File: src/rtl/fft_pkg.sv
// fft_pkg: shared types and helpers for the radix-2 DIT FFT address unit.
//   complex_16      : packed complex sample (16-bit signed real/imag).
//   fft_log2()      : constant function, ceil(log2(n)); exact for powers of 2.
//   fft_agu_state_t : sequencer states IDLE / ISSUE / DRAIN / DONE.
package fft_pkg;

    typedef struct packed {
        logic signed [15:0] re;
        logic signed [15:0] im;
    } complex_16;

    typedef enum logic [1:0] {
        IDLE  = 2'd0,
        ISSUE = 2'd1,
        DRAIN = 2'd2,
        DONE  = 2'd3
    } fft_agu_state_t;

    function automatic int fft_log2(input int n);
        int r;
        r = 0;
        for (int i = 0; i < 31; i++) begin
            if ((1 << i) < n) r = i + 1;
        end
        return r;
    endfunction

endpackage

File: src/rtl/fft_agu_pipe_if.sv
// fft_agu_pipe_if: control and address bus of the FFT address unit.
//   start/stall                  : requester -> AGU
//   busy/done/stage              : AGU status
//   rd_valid/rd_addr_a/b/tw_addr : butterfly read request
//   wr_valid/wr_addr_a/b         : butterfly write-back request
//   perf_cycles/perf_stalls      : only when FFT_AGU_PERF_EN is defined
// Modport master is the AGU side, slave the memory/controller side.
// N must match the N of the attached fft_agu_pipe.
interface fft_agu_pipe_if
    import fft_pkg::*;
#(
    parameter int N = 32
);
    localparam int L  = fft_log2(N);
    localparam int AW = L;
    localparam int SW = $clog2(L + 1);

    logic          start;
    logic          stall;
    logic          busy;
    logic          done;
    logic [SW-1:0] stage;
    logic          rd_valid;
    logic [AW-1:0] rd_addr_a;
    logic [AW-1:0] rd_addr_b;
    logic [AW-2:0] tw_addr;
    logic          wr_valid;
    logic [AW-1:0] wr_addr_a;
    logic [AW-1:0] wr_addr_b;
`ifdef FFT_AGU_PERF_EN
    logic [31:0]   perf_cycles;
    logic [31:0]   perf_stalls;

    modport master (
        input  start, stall,
        output busy, done, stage, rd_valid, rd_addr_a, rd_addr_b, tw_addr,
               wr_valid, wr_addr_a, wr_addr_b, perf_cycles, perf_stalls
    );
    modport slave (
        output start, stall,
        input  busy, done, stage, rd_valid, rd_addr_a, rd_addr_b, tw_addr,
               wr_valid, wr_addr_a, wr_addr_b, perf_cycles, perf_stalls
    );
`else
    modport master (
        input  start, stall,
        output busy, done, stage, rd_valid, rd_addr_a, rd_addr_b, tw_addr,
               wr_valid, wr_addr_a, wr_addr_b
    );
    modport slave (
        output start, stall,
        input  busy, done, stage, rd_valid, rd_addr_a, rd_addr_b, tw_addr,
               wr_valid, wr_addr_a, wr_addr_b
    );
`endif
endinterface

File: src/rtl/fft_addr_delay.sv
// fft_addr_delay: DEPTH-stage shift register with hold enable and async clear.
//   clk, rst_n : clock, asynchronous active-low clear
//   en_i       : shift when high, hold when low
//   d_i / q_o  : input word / word delayed by DEPTH enabled cycles
module fft_addr_delay #(
    parameter int DEPTH = 3,
    parameter int WIDTH = 11
) (
    input  logic             clk,
    input  logic             rst_n,
    input  logic             en_i,
    input  logic [WIDTH-1:0] d_i,
    output logic [WIDTH-1:0] q_o
);
    logic [WIDTH-1:0] sr_q [DEPTH];

    always_ff @(posedge clk or negedge rst_n) begin
        if (!rst_n) begin
            for (int i = 0; i < DEPTH; i++) sr_q[i] <= '0;
        end else if (en_i) begin
            sr_q[0] <= d_i;
            for (int i = 1; i < DEPTH; i++) sr_q[i] <= sr_q[i-1];
        end
    end

    assign q_o = sr_q[DEPTH-1];
endmodule

File: src/rtl/fft_agu_pipe.sv
// fft_agu_pipe: address generator / sequencer for an in-place radix-2 DIT FFT.
//   clk, rst_n : clock, asynchronous active-low reset
//   bus        : fft_agu_pipe_if.master (start/stall in; status, read and
//                write-back addresses out)
// One butterfly read per unstalled ISSUE cycle, then BFLY_LAT DRAIN cycles so
// the last write of a stage lands before the first read of the next stage.
// Write addresses are the read addresses delayed by BFLY_LAT unstalled cycles.
// Optional macro FFT_AGU_PERF_EN adds perf_cycles / perf_stalls counters.
module fft_agu_pipe
    import fft_pkg::*;
#(
    parameter int N        = 32,
    parameter int BFLY_LAT = 3
) (
    input  logic         clk,
    input  logic         rst_n,
    fft_agu_pipe_if.master bus
);
    localparam int L    = fft_log2(N);
    localparam int AW   = L;
    localparam int SW   = $clog2(L + 1);
    localparam int TW   = AW - 1;
    localparam int KW   = L - 1;
    localparam int HALF = N / 2;
    localparam int CW   = $clog2(BFLY_LAT + 1);
    localparam int DW   = 1 + 2 * AW;

    fft_agu_state_t state_q;
    logic [SW-1:0]  s_q, s_d;
    logic [KW-1:0]  k_q, k_d;
    logic [CW-1:0]  cnt_q;
    logic           busy_q, done_q, rdv_q;
    logic [AW-1:0]  ra_q, rb_q;
    logic [TW-1:0]  tw_q;
    logic [DW-1:0]  dl_d, dl_q;

    // Position of butterfly k inside its group of size 2*half at stage s.
    function automatic logic [AW-1:0] pos_of(input logic [SW-1:0] s, input logic [KW-1:0] k);
        return AW'(k) & ((AW'(1) << s) - AW'(1));
    endfunction

    // Top input: group index spread by 2*half, plus position in group.
    function automatic logic [AW-1:0] addr_a(input logic [SW-1:0] s, input logic [KW-1:0] k);
        return ((AW'(k) >> s) << (s + SW'(1))) | pos_of(s, k);
    endfunction

    function automatic logic [AW-1:0] addr_b(input logic [SW-1:0] s, input logic [KW-1:0] k);
        return addr_a(s, k) + (AW'(1) << s);
    endfunction

    function automatic logic [TW-1:0] tw_of(input logic [SW-1:0] s, input logic [KW-1:0] k);
        return TW'(pos_of(s, k) << (SW'(L - 1) - s));
    endfunction

    assign s_d = s_q + SW'(1);
    assign k_d = k_q + KW'(1);

    // Address outputs are registered and reloaded whenever a new butterfly
    // becomes current, so they hold through stalls and DRAIN.
    always_ff @(posedge clk or negedge rst_n) begin
        if (!rst_n) begin
            state_q <= IDLE;
            s_q     <= '0;
            k_q     <= '0;
            cnt_q   <= '0;
            busy_q  <= 1'b0;
            done_q  <= 1'b0;
            rdv_q   <= 1'b0;
            ra_q    <= '0;
            rb_q    <= '0;
            tw_q    <= '0;
        end else begin
            case (state_q)
                IDLE: begin
                    if (bus.start) begin
                        state_q <= ISSUE;
                        s_q     <= '0;
                        k_q     <= '0;
                        busy_q  <= 1'b1;
                        rdv_q   <= 1'b1;
                        ra_q    <= addr_a('0, '0);
                        rb_q    <= addr_b('0, '0);
                        tw_q    <= tw_of('0, '0);
                    end
                end
                ISSUE: begin
                    if (!bus.stall) begin
                        if (k_q == KW'(HALF - 1)) begin
                            state_q <= DRAIN;
                            cnt_q   <= '0;
                            rdv_q   <= 1'b0;
                        end else begin
                            k_q  <= k_d;
                            ra_q <= addr_a(s_q, k_d);
                            rb_q <= addr_b(s_q, k_d);
                            tw_q <= tw_of(s_q, k_d);
                        end
                    end
                end
                DRAIN: begin
                    if (!bus.stall) begin
                        if (cnt_q == CW'(BFLY_LAT - 1)) begin
                            if (s_q == SW'(L - 1)) begin
                                state_q <= DONE;
                                busy_q  <= 1'b0;
                                done_q  <= 1'b1;
                            end else begin
                                state_q <= ISSUE;
                                s_q     <= s_d;
                                k_q     <= '0;
                                rdv_q   <= 1'b1;
                                ra_q    <= addr_a(s_d, '0);
                                rb_q    <= addr_b(s_d, '0);
                                tw_q    <= tw_of(s_d, '0);
                            end
                        end else begin
                            cnt_q <= cnt_q + CW'(1);
                        end
                    end
                end
                DONE: begin
                    // DONE ignores stall so the done pulse is never stretched.
                    state_q <= IDLE;
                    done_q  <= 1'b0;
                end
                default: state_q <= IDLE;
            endcase
        end
    end

    // Only unstalled reads enter the delay line: rdv_q is sampled exactly
    // when the line shifts, so each issued read yields one write.
    assign dl_d = {rdv_q, ra_q, rb_q};

    fft_addr_delay #(
        .DEPTH (BFLY_LAT),
        .WIDTH (DW)
    ) u_wr_delay (
        .clk   (clk),
        .rst_n (rst_n),
        .en_i  (~bus.stall),
        .d_i   (dl_d),
        .q_o   (dl_q)
    );

    assign bus.busy      = busy_q;
    assign bus.done      = done_q;
    assign bus.stage     = s_q;
    assign bus.rd_valid  = rdv_q & ~bus.stall;
    assign bus.rd_addr_a = ra_q;
    assign bus.rd_addr_b = rb_q;
    assign bus.tw_addr   = tw_q;
    assign bus.wr_valid  = dl_q[DW-1] & ~bus.stall;
    assign bus.wr_addr_a = dl_q[2*AW-1:AW];
    assign bus.wr_addr_b = dl_q[AW-1:0];

`ifdef FFT_AGU_PERF_EN
    logic [31:0] perf_cycles_q, perf_stalls_q;

    always_ff @(posedge clk or negedge rst_n) begin
        if (!rst_n) begin
            perf_cycles_q <= '0;
            perf_stalls_q <= '0;
        end else if (state_q == IDLE && bus.start) begin
            perf_cycles_q <= '0;
            perf_stalls_q <= '0;
        end else if (busy_q) begin
            perf_cycles_q <= perf_cycles_q + 32'd1;
            if (bus.stall) perf_stalls_q <= perf_stalls_q + 32'd1;
        end
    end

    assign bus.perf_cycles = perf_cycles_q;
    assign bus.perf_stalls = perf_stalls_q;
`endif
endmodule

File: src/flat_wrapper.sv
// flat-port wrapper written by rule: the top's interface ports become plain ports
module fft_agu_pipe_flat import fft_pkg::*;
#(
    parameter int N        = 32,
    parameter int BFLY_LAT = 3
)
  (clk, rst_n, bus_start, bus_stall, bus_busy, bus_done, bus_stage, bus_rd_valid, bus_rd_addr_a, bus_rd_addr_b, bus_tw_addr, bus_wr_valid, bus_wr_addr_a, bus_wr_addr_b);
  fft_agu_pipe_if #(.N(N)) bus_i ();
  input  logic clk;
  input  logic rst_n;
  input wire logic [$bits(bus_i.start)-1:0] bus_start;
  input wire logic [$bits(bus_i.stall)-1:0] bus_stall;
  output wire logic [$bits(bus_i.busy)-1:0] bus_busy;
  output wire logic [$bits(bus_i.done)-1:0] bus_done;
  output wire logic [$bits(bus_i.stage)-1:0] bus_stage;
  output wire logic [$bits(bus_i.rd_valid)-1:0] bus_rd_valid;
  output wire logic [$bits(bus_i.rd_addr_a)-1:0] bus_rd_addr_a;
  output wire logic [$bits(bus_i.rd_addr_b)-1:0] bus_rd_addr_b;
  output wire logic [$bits(bus_i.tw_addr)-1:0] bus_tw_addr;
  output wire logic [$bits(bus_i.wr_valid)-1:0] bus_wr_valid;
  output wire logic [$bits(bus_i.wr_addr_a)-1:0] bus_wr_addr_a;
  output wire logic [$bits(bus_i.wr_addr_b)-1:0] bus_wr_addr_b;
  assign bus_i.start = bus_start;
  assign bus_i.stall = bus_stall;
  assign bus_busy = bus_i.busy;
  assign bus_done = bus_i.done;
  assign bus_stage = bus_i.stage;
  assign bus_rd_valid = bus_i.rd_valid;
  assign bus_rd_addr_a = bus_i.rd_addr_a;
  assign bus_rd_addr_b = bus_i.rd_addr_b;
  assign bus_tw_addr = bus_i.tw_addr;
  assign bus_wr_valid = bus_i.wr_valid;
  assign bus_wr_addr_a = bus_i.wr_addr_a;
  assign bus_wr_addr_b = bus_i.wr_addr_b;
  fft_agu_pipe #(.N(N), .BFLY_LAT(BFLY_LAT)) u_core (.clk(clk), .rst_n(rst_n), .bus(bus_i));
endmodule
File: config.mk
export PLATFORM = sky130hd
export DESIGN_NAME = fft_agu_pipe_flat
export DESIGN_NICKNAME = d
export VERILOG_FILES = /design/src/rtl/fft_pkg.sv /design/src/rtl/fft_agu_pipe_if.sv /design/src/rtl/fft_addr_delay.sv /design/src/rtl/fft_agu_pipe.sv /design/src/flat_wrapper.sv
export SDC_FILE = /design/constraint.sdc
export NUM_CORES = 1
export LEC_CHECK = 0
export CAP_MARGIN = 10
export CORE_UTILIZATION = 60
export CTS_CLUSTER_SIZE = 40
export DETAILED_ROUTE_END_ITERATION = 12
export PLACE_DENSITY = 0.93
export SLEW_MARGIN = 40
export SYNTH_ARGS = -nofsm -noshare
export SYNTH_HDL_FRONTEND = slang
export SYNTH_HIERARCHICAL = 1
export SYNTH_SLANG_ARGS = --single-unit
File: constraint.sdc
create_clock -name clk -period 7.2 [get_ports clk]
set_input_delay 1.8 -clock clk [delete_from_list [all_inputs] [get_ports clk]]
set_output_delay 1.8 -clock clk [all_outputs]
set_load 0.01 [all_outputs]
==> metrics.csv, run 1 <==
stage,metric,value,unit
global_routing,initial antenna violation count,0,
placement,total instance count after detailed placement,393,
clocking,hold bufs inserted after CTS,0,
sta,clk_skew,0.007278,ns
global_routing,overall track demand over capacity in global routing,25.48,%
power,worst vdd rail ir drop,0.2187,mV
logic_synthesis,count of unique library cells instantiated by Yosys,51,
worst_hold_path,hold endpoint,u_core/bus.tw_addr[2]$_DFFE_PN0P_,
sta,max_slew headroom,46.37,%
finish,fraction of final layout cells sized beyond drive strength 1,17.80,%
logic_synthesis,synthesized netlist net count,339,
critical_path,arrival time worst endpoint,3.03,ns
clocking,H-tree Lvls,3,
sta,final setup violating endpoints,0,
drt,number of iterations in the first detailed-routing pass,4,
logic_synthesis,Synth top area share,42.58,%
placement,count of buffers inserted at the top-level ports,34,
global_routing,largest net degree at the start of global routing,62,
drt,remaining antenna violation count after routing,0,
finish,post-route standard cell area excluding fillers,4005,um2
clocking,Root Driver,sky130_fd_sc_hd__clkbuf_8,
sta,Final period util,67.14,%
critical_path,setup slack of the most critical reg-to-reg path,3.31,ns
logic_synthesis,async set-or-reset flop fraction in the synthesized netlist,100.0,%
sta,maximum achievable frequency,206.9,MHz
clocking,total clock sinks,61,
die,number of placement rows,27,
drt,detail-routed via count per cell,6.046,
logic_synthesis,syn avg cell area,11.53,um2
power,P per Cell Area,420.2,nW/um2
sta,final critical path time including I/O delays and setup,4.834,ns
finish,final layout net count,360,
die,die boundary width,79.30,um
finish,non-filler cells in the finished layout,409,
sta,Final Hold Vio Count,0,
clocking,PostCTS Resize Cnt,0,
power,leakage power,1.867,nW
placement,final weighted congestion of routability-driven global placement,0.9244,
logic_synthesis,sequential area share after synthesis,42.58,%
worst_hold_path,Hold Startpoint,u_core/bus.tw_addr[2]$_DFFE_PN0P_,
die,starting density of the core,63.54,%
finish,multi-input combinational cell area,1789,um2
sta,Tightest Pin Transition,0.8044,ns
critical_path,CP required,5.40,ns
drt,initial detailed-routing violation count,151,
logic_synthesis,cells taking the most area after synthesis,"sky130_fd_sc_hd__dfrtp_1, sky130_fd_sc_hd__mux2_4, sky130_fd_sc_hd__ha_1",
worst_hold_path,number of instances on the worst hold path,2,
critical_path,cell depth of the worst flop-to-flop path,12,
critical_path,maximum fanout encountered on the critical timing path,7,
finish,number of inserted diodes,0,
global_routing,first-pass GRT wire length,11.91,mm
finish,"leading cell type in the layout, fill and taps excluded",sky130_fd_sc_hd__dfrtp_1,
clocking,Skew-Pair Late Insertion Delay,0.34,ns
logic_synthesis,post-synthesis instance total,311,
global_routing,global route overflow,0,
critical_path,reg-to-reg startpoint,u_core/bus.stage[0]$_DFFE_PN0P_,
sta,total count of max-transition violations in the final report,0,
critical_path,startpoint type of the worst setup path,input pin,
clocking,post-CTS setup buffers,0,
sta,final total negative setup slack,0,ns
critical_path,crit path capture type,output port,
die,total I/O pin count,35,
drt,detailed-route via count,2473,
logic_synthesis,summed instance area of the synthesized netlist,3585,um2
clocking,clock tree from TritonCTS,built,
critical_path,terminus of the critical flop-to-flop path,u_core/bus.rd_addr_b[3]$_DFFE_PN0P_,
logic_synthesis,number of warnings issued by yosys,6,
drt,DRC violations left,0,
clocking,CTS buffer count,9,
global_routing,via count of the first global-routing pass,2410,
drt,detailed-route wire length,7.349,mm
logic_synthesis,"Top FF cell, synth",sky130_fd_sc_hd__dfrtp_1,
die,full die area,6288,um2
finish,count of filler cells inserted in the layout,366,
clocking,clock-pin slew reported for the worst setup and hold paths after clock tree synthesis,0.07,ns
die,height of the die,79.30,um
clocking,maximum count of clock buffers along a single path,2,
sta,RSZ-0062 raised after global routing,no,
finish,"commonest non-fill, non-tap cells in the layout","sky130_fd_sc_hd__dfrtp_1, sky130_fd_sc_hd__clkdlybuf4s50_1, sky130_fd_sc_hd__nand2_1",
outcome,run status,"finished, final reports clean",
finish,relative area change from synthesis to final layout,11.73,%
drt,routed wire length per instance,17.97,um
die,core region area,5642,um2
placement,DP HPWL,4.835,mm
finish,area used by sequential logic in the layout,1526,um2
worst_hold_path,class of the worst hold path,reg -> reg,
logic_synthesis,"EDFF count, synth",0,
logic_synthesis,post-synth top area cell,sky130_fd_sc_hd__dfrtp_1,
placement,area after detailed placement,3801,um2
logic_synthesis,number of flip-flops and latches in the synthesized netlist,61,
flow_run,number of max-capacitance violations reported,0,
critical_path,Crit Path Category,in -> out,
## cells by family after synthesis
logic type / share of synthesized area (%)
fa+ha+maj: 8.587
buf+inv: 7.504
mux: 13.51
compound gates: 13.93
simple gates: 11.48
flops: 42.58
xor+xnor: 2.409
## final cells by class
cell class,instances,share of cell area [%]
clock buffers,10,3.436
clock inverters,6,1.562
inverters,12,1.125
multi-input cells,212,44.67
flip-flops and latches,61,38.11
well taps,72,2.249
repair buffers,36,8.841
## worst max path at each step
stage	start	end	slack (ns)	cells past startpoint
2_1_floorplan	bus_stall	bus_rd_valid	3.42	1
3_3_place_gp	bus_stall	bus_rd_valid	2.40	3
3_5_place_dp	bus_stall	bus_wr_valid	2.34	3
4_1_cts	bus_stall	bus_wr_valid	2.36	3
5_1_grt	bus_stall	bus_wr_valid	2.31	3
6_report	bus_stall	bus_wr_valid	2.37	3
## state kept, by name, summed over array words and instances, names as in the netlist
| signal | flops |
|---|---|
| u_core/u_wr_delay/q_o | 11 |
| u_core/bus.tw_addr | 4 |
| u_core/u_wr_delay/sr_q | 22 |
| u_core/bus.rd_addr_a | 5 |
| u_core/cnt_q | 2 |
| u_core/bus.busy | 1 |
| u_core/bus.done | 1 |
| u_core/bus.stage | 3 |
| u_core/bus.rd_addr_b | 5 |
| u_core/rdv_q | 1 |
| u_core/k_q | 4 |
| u_core/state_q | 2 |
## through the flow
stage          util, %  total power [mW]  worst slack, ns  hold WS (ns)
2_1_floorplan        -             1.145            3.422        0.4617
3_3_place_gp     67.38             1.298            2.400        0.4662
3_5_place_dp     67.38             1.346            2.344        0.4697
4_1_cts          70.92             1.676            2.362        0.4852
5_1_grt          70.99             1.780            2.315        0.5096
6_report         70.99             1.683            2.366        0.4843
## power by group
part / switching, mW / leakage [nW] / internal, mW
Combinational: 0.450 / 0.950 / 0.378
Sequential: 0.101 / 0.811 / 0.447
Clock: 0.139 / 0.106 / 0.168
Total: 0.690 / 1.87 / 0.993
## per-layer routing
layer | wire, um | part of all wire [%] | track usage (%) | vias up
met5 | 0 | 0 | 0 | -
met4 | 204 | 2.8 | 11.64 | 0
met3 | 352 | 4.8 | 6.897 | 19
met2 | 3576 | 49 | 41.29 | 82
met1 | 3216 | 44 | 31.64 | 1236
li1 | - | - | - | 1136
## cells in the mapped netlist, drive strengths merged (2+ instances only)
master	count
or3	3
nor3b	2
clkbuf	5
nor2	10
a211oi	2
mux2	33
a41oi	2
nand3b	4
and4	2
a221oi	2
o21ai	14
a32oi	4
nand2	33
xor2	2
a22o	7
nand2b	5
inv	12
dfrtp	61
o31ai	6
a21oi	14
a21o	5
nand3	7
xnor2	7
nor3	2
buf	21
nor2b	6
ha	23
## critical path, stage by stage
cell	delay, ns
sky130_fd_sc_hd__clkdlybuf4s50_1	0.53
sky130_fd_sc_hd__nor2b_1	0.16
sky130_fd_sc_hd__clkdlybuf4s50_1	0.54
Power figures use the tool's default switching activity.
==> run 2, diff against run 1 <==
--- a/config.mk
+++ b/config.mk
@@ -6,10 +6,10 @@
 export NUM_CORES = 1
 export LEC_CHECK = 0
 export CAP_MARGIN = 10
-export CORE_UTILIZATION = 60
+export CORE_UTILIZATION = 52
 export CTS_CLUSTER_SIZE = 40
 export DETAILED_ROUTE_END_ITERATION = 12
-export PLACE_DENSITY = 0.93
+export PLACE_DENSITY = 0.87
 export SLEW_MARGIN = 40
 export SYNTH_ARGS = -nofsm -noshare
 export SYNTH_HDL_FRONTEND = slang
==> constraint.sdc (replaced) <==
create_clock -name clk -period 4.15 [get_ports clk]
set_input_delay 1.0375 -clock clk [delete_from_list [all_inputs] [get_ports clk]]
set_output_delay 1.0375 -clock clk [all_outputs]
set_load 0.01 [all_outputs]
==> run 2 against run 1 <==
- critical path depth did not move
- sequential share of layout area fell by 0.17 points
- worst setup slack got worse by 1.6 ns
- final area rose by 0.44%
- via count fell by 2.8%
- register-to-register slack got worse by 2.4 ns
- sequential power rose by 68%
- clock skew barely moved
- critical endpoint is now bus_rd_valid
- largest power group unchanged
==> metrics.csv, run 2 (synthesis gave the netlist of run 1 again) <==
stage,metric,value,unit,change
critical_path,crit path cell chain,clkdlybuf4s50_1 -> nor2b_1 -> clkdlybuf4s50_1,,unchanged
drt,number of iterations in the first detailed-routing pass,6,,was 4
sta,Final period util,80.39,%,
sta,maximum achievable frequency,299.7,MHz,
critical_path,highest cell delay on the worst timing path,0.56,ns,was 0.54 ns
die,die boundary width,85.03,um,was 79.30 um
sta,clk_skew,0.007218,ns,was 0.007278 ns
die,height of the die,85.03,um,was 79.30 um
placement,count of buffers inserted at the top-level ports,34,,unchanged
finish,fraction of final layout cells sized beyond drive strength 1,18.29,%,was 17.80%
finish,"commonest non-fill, non-tap cells in the layout","sky130_fd_sc_hd__dfrtp_1, sky130_fd_sc_hd__clkdlybuf4s50_1, sky130_fd_sc_hd__nand2_1",,unchanged
drt,remaining antenna violation count after routing,0,,unchanged
flow_run,number of max-capacitance violations reported,0,,unchanged
finish,relative area change from synthesis to final layout,12.22,%,was 11.73%
drt,routed wire length per instance,16.87,um,was 17.97 um
global_routing,first-pass GRT wire length,11.68,mm,was 11.91 mm
placement,setup slack after placement,0.8200,ns,was 2.344 ns
die,full die area,7229,um2,was 6288 um2
critical_path,arrival time worst endpoint,2.30,ns,was 3.03 ns
drt,DRC violations left,0,,unchanged
critical_path,CP required,3.11,ns,was 5.40 ns
critical_path,Crit Path Category,in -> out,,unchanged
clocking,CTS buffer count,9,,unchanged
drt,detailed-route wire length,7.018,mm,was 7.349 mm
die,core region area,6495,um2,was 5642 um2
finish,"flip-flop count of the largest register, all copies and words added",22,,unchanged
finish,count of filler cells inserted in the layout,517,,was 366
power,combinational share of power,49.3,%,was 49.2%
finish,multi-input combinational cell area,1789,um2,unchanged
critical_path,"Buf+Inv Stages, Crit Path",2,,unchanged
global_routing,largest net degree at the start of global routing,46,,was 62
power,net switching power,1.158,mW,was 0.6900 mW
critical_path,maximum fanout encountered on the critical timing path,7,,unchanged
die,number of placement rows,29,,was 27
finish,area used by sequential logic in the layout,1526,um2,unchanged
global_routing,via count of the first global-routing pass,2315,,was 2410
drt,initial detailed-routing violation count,169,,was 151
sta,total count of max-transition violations in the final report,0,,unchanged
sta,Tightest Pin Transition,0.7641,ns,was 0.8044 ns
sta,RSZ-0062 raised after global routing,no,,unchanged
power,Cell Int Power,1.712,mW,was 0.9932 mW
finish,number of inserted diodes,0,,unchanged
placement,final weighted congestion of routability-driven global placement,0.8999,,was 0.9244
global_routing,global route overflow,0,,unchanged
clocking,total clock sinks,61,,unchanged
power,clock share of power,18.6,%,was 18.3%
clocking,maximum count of clock buffers along a single path,2,,unchanged
clocking,Skew-Pair Late Insertion Delay,0.34,ns,about the same
sta,Worst Slack Setup Final,0.8137,ns,was 2.366 ns
clocking,clock-pin slew reported for the worst setup and hold paths after clock tree synthesis,0.07,ns,about the same
die,starting density of the core,55.19,%,was 63.54%
worst_hold_path,class of the worst hold path,reg -> reg,,unchanged
clocking,hold bufs inserted after CTS,0,,unchanged
sta,Final Hold Vio Count,0,,unchanged
sta,max_slew headroom,49.06,%,was 46.37%
critical_path,dominant delay contributor by cell family on the critical path,buffers and inverters,,unchanged
critical_path,Critical-path top delay cell,sky130_fd_sc_hd__clkdlybuf4s50_1,,unchanged
clocking,PostCTS Resize Cnt,0,,unchanged
power,share of total power consumed by net switching,40.35,%,was 40.99%
power,worst vdd rail ir drop,0.3901,mV,was 0.2187 mV
placement,DP HPWL,4.837,mm,was 4.835 mm
sta,final total negative setup slack,0,ns,unchanged
sta,final critical path time including I/O delays and setup,3.336,ns,
clocking,Root Driver,sky130_fd_sc_hd__clkbuf_8,,unchanged
clocking,clock tree from TritonCTS,built,,unchanged
die,total I/O pin count,35,,unchanged
global_routing,initial antenna violation count,0,,unchanged
power,share of power burned in registers,32.1,%,was 32.6%
drt,detail-routed via count per cell,5.776,,was 6.046
global_routing,overall track demand over capacity in global routing,20.83,%,was 25.48%
finish,"leading cell type in the layout, fill and taps excluded",sky130_fd_sc_hd__dfrtp_1,,unchanged
finish,register ranked first by flip-flop count,u_core/u_wr_delay/sr_q,,unchanged
clocking,post-CTS setup buffers,0,,unchanged
sta,final setup violating endpoints,0,,unchanged
power,Tot Pwr,2.871,mW,was 1.683 mW
drt,detailed-route via count,2403,,was 2473
finish,final layout net count,362,,was 360
power,leakage power,1.871,nW,was 1.867 nW
critical_path,startpoint type of the worst setup path,input pin,,unchanged
critical_path,crit path capture type,output port,,unchanged
power,P per Cell Area,713.6,nW/um2,was 420.2 nW/um2
outcome,run status,"finished, final reports clean",,unchanged
critical_path,cell with the most instances on the worst path,sky130_fd_sc_hd__clkdlybuf4s50_1,,unchanged
clocking,H-tree Lvls,3,,unchanged
## run 2: cell types whose count changed in the layout (fill, tap and decap cells not counted)
cell,before,now
sky130_fd_sc_hd__clkinv_4,2,1
sky130_fd_sc_hd__clkinvlp_4,0,1
sky130_fd_sc_hd__clkinv_2,3,2
sky130_fd_sc_hd__clkbuf_8,10,9
sky130_fd_sc_hd__inv_6,0,2
sky130_fd_sc_hd__buf_2,1,0
sky130_fd_sc_hd__buf_6,1,0
sky130_fd_sc_hd__buf_4,1,5
## run 2: area by class of cell
type | count | area share [%]
Clock inverter | 7 | 1.835
Clock buffer | 9 | 3.079
Sequential cell | 61 | 37.95
Inverter | 12 | 1.120
Timing Repair Buffer | 38 | 9.145
Multi-Input combinational cell | 212 | 44.48
Tap cell | 77 | 2.395
## run 2: per-layer routing
| layer | track usage (%) | wire [um] | vias to the layer above |
|---|---|---|---|
| met4 | 7.704 | 93 | 0 |
| met5 | 0 | 0 | - |
| li1 | - | - | 1146 |
| met2 | 32.18 | 3344 | 57 |
| met3 | 5.350 | 278 | 11 |
| met1 | 28.32 | 3302 | 1189 |
## run 2: power groups by stage
stage / Sequential [mW] / Combinational, mW / Clock [mW]
6_report: 0.920 / 1.41 / 0.535
5_1_grt: 0.946 / 1.55 / 0.574
4_1_cts: 0.922 / 1.40 / 0.550
3_5_place_dp: 0.931 / 1.40 / 0
3_3_place_gp: 0.915 / 1.36 / 0
2_1_floorplan: 0.908 / 1.08 / 0
## run 2: worst register-to-register path: cells and delay by family, from the launching register on
| family | cells | cell delay [ns] |
|---|---|---|
| fa+ha+maj | 4 | 1.07 |
| compound gates | 3 | 0.59 |
| xor+xnor | 2 | 0.48 |
| simple gates | 2 | 0.23 |
| buf+inv | 2 | 0.35 |
| flops | 1 | 0.46 |
## run 2: worst paths after layout
check	endpoint	slack, ns	start	cells after the start
hold / removal	u_core/bus.tw_addr[0]$_DFFE_PN0P_	0.48	u_core/bus.tw_addr[0]$_DFFE_PN0P_	2
min in group asynchronous	u_core/state_q[0]$_DFFE_PN0P_	0.68	rst_n	1
setup reg to reg	u_core/bus.rd_addr_b[4]$_DFFE_PN0P_	0.87	u_core/bus.stage[0]$_DFFE_PN0P_	13
hold reg to reg	u_core/bus.tw_addr[0]$_DFFE_PN0P_	0.48	u_core/bus.tw_addr[0]$_DFFE_PN0P_	2
max in group asynchronous	u_core/u_wr_delay/sr_q[31]$_DFFE_PN0P_	2.81	rst_n	2
setup / recovery	bus_rd_valid	0.81	bus_stall	3
## run 2: metrics by stage
stage               instances  hold WS, ns  instance area (um2)  utilization [%]
finish                    416       0.4786                 4023            61.93
global placement          400       0.4698                 3822            58.85
detailed placement        400       0.4682                 3825            58.89
floorplan                 311       0.4617                 3585                -
global route              416       0.5170                 4023            61.93
CTS                       416       0.4889                 4023            61.93
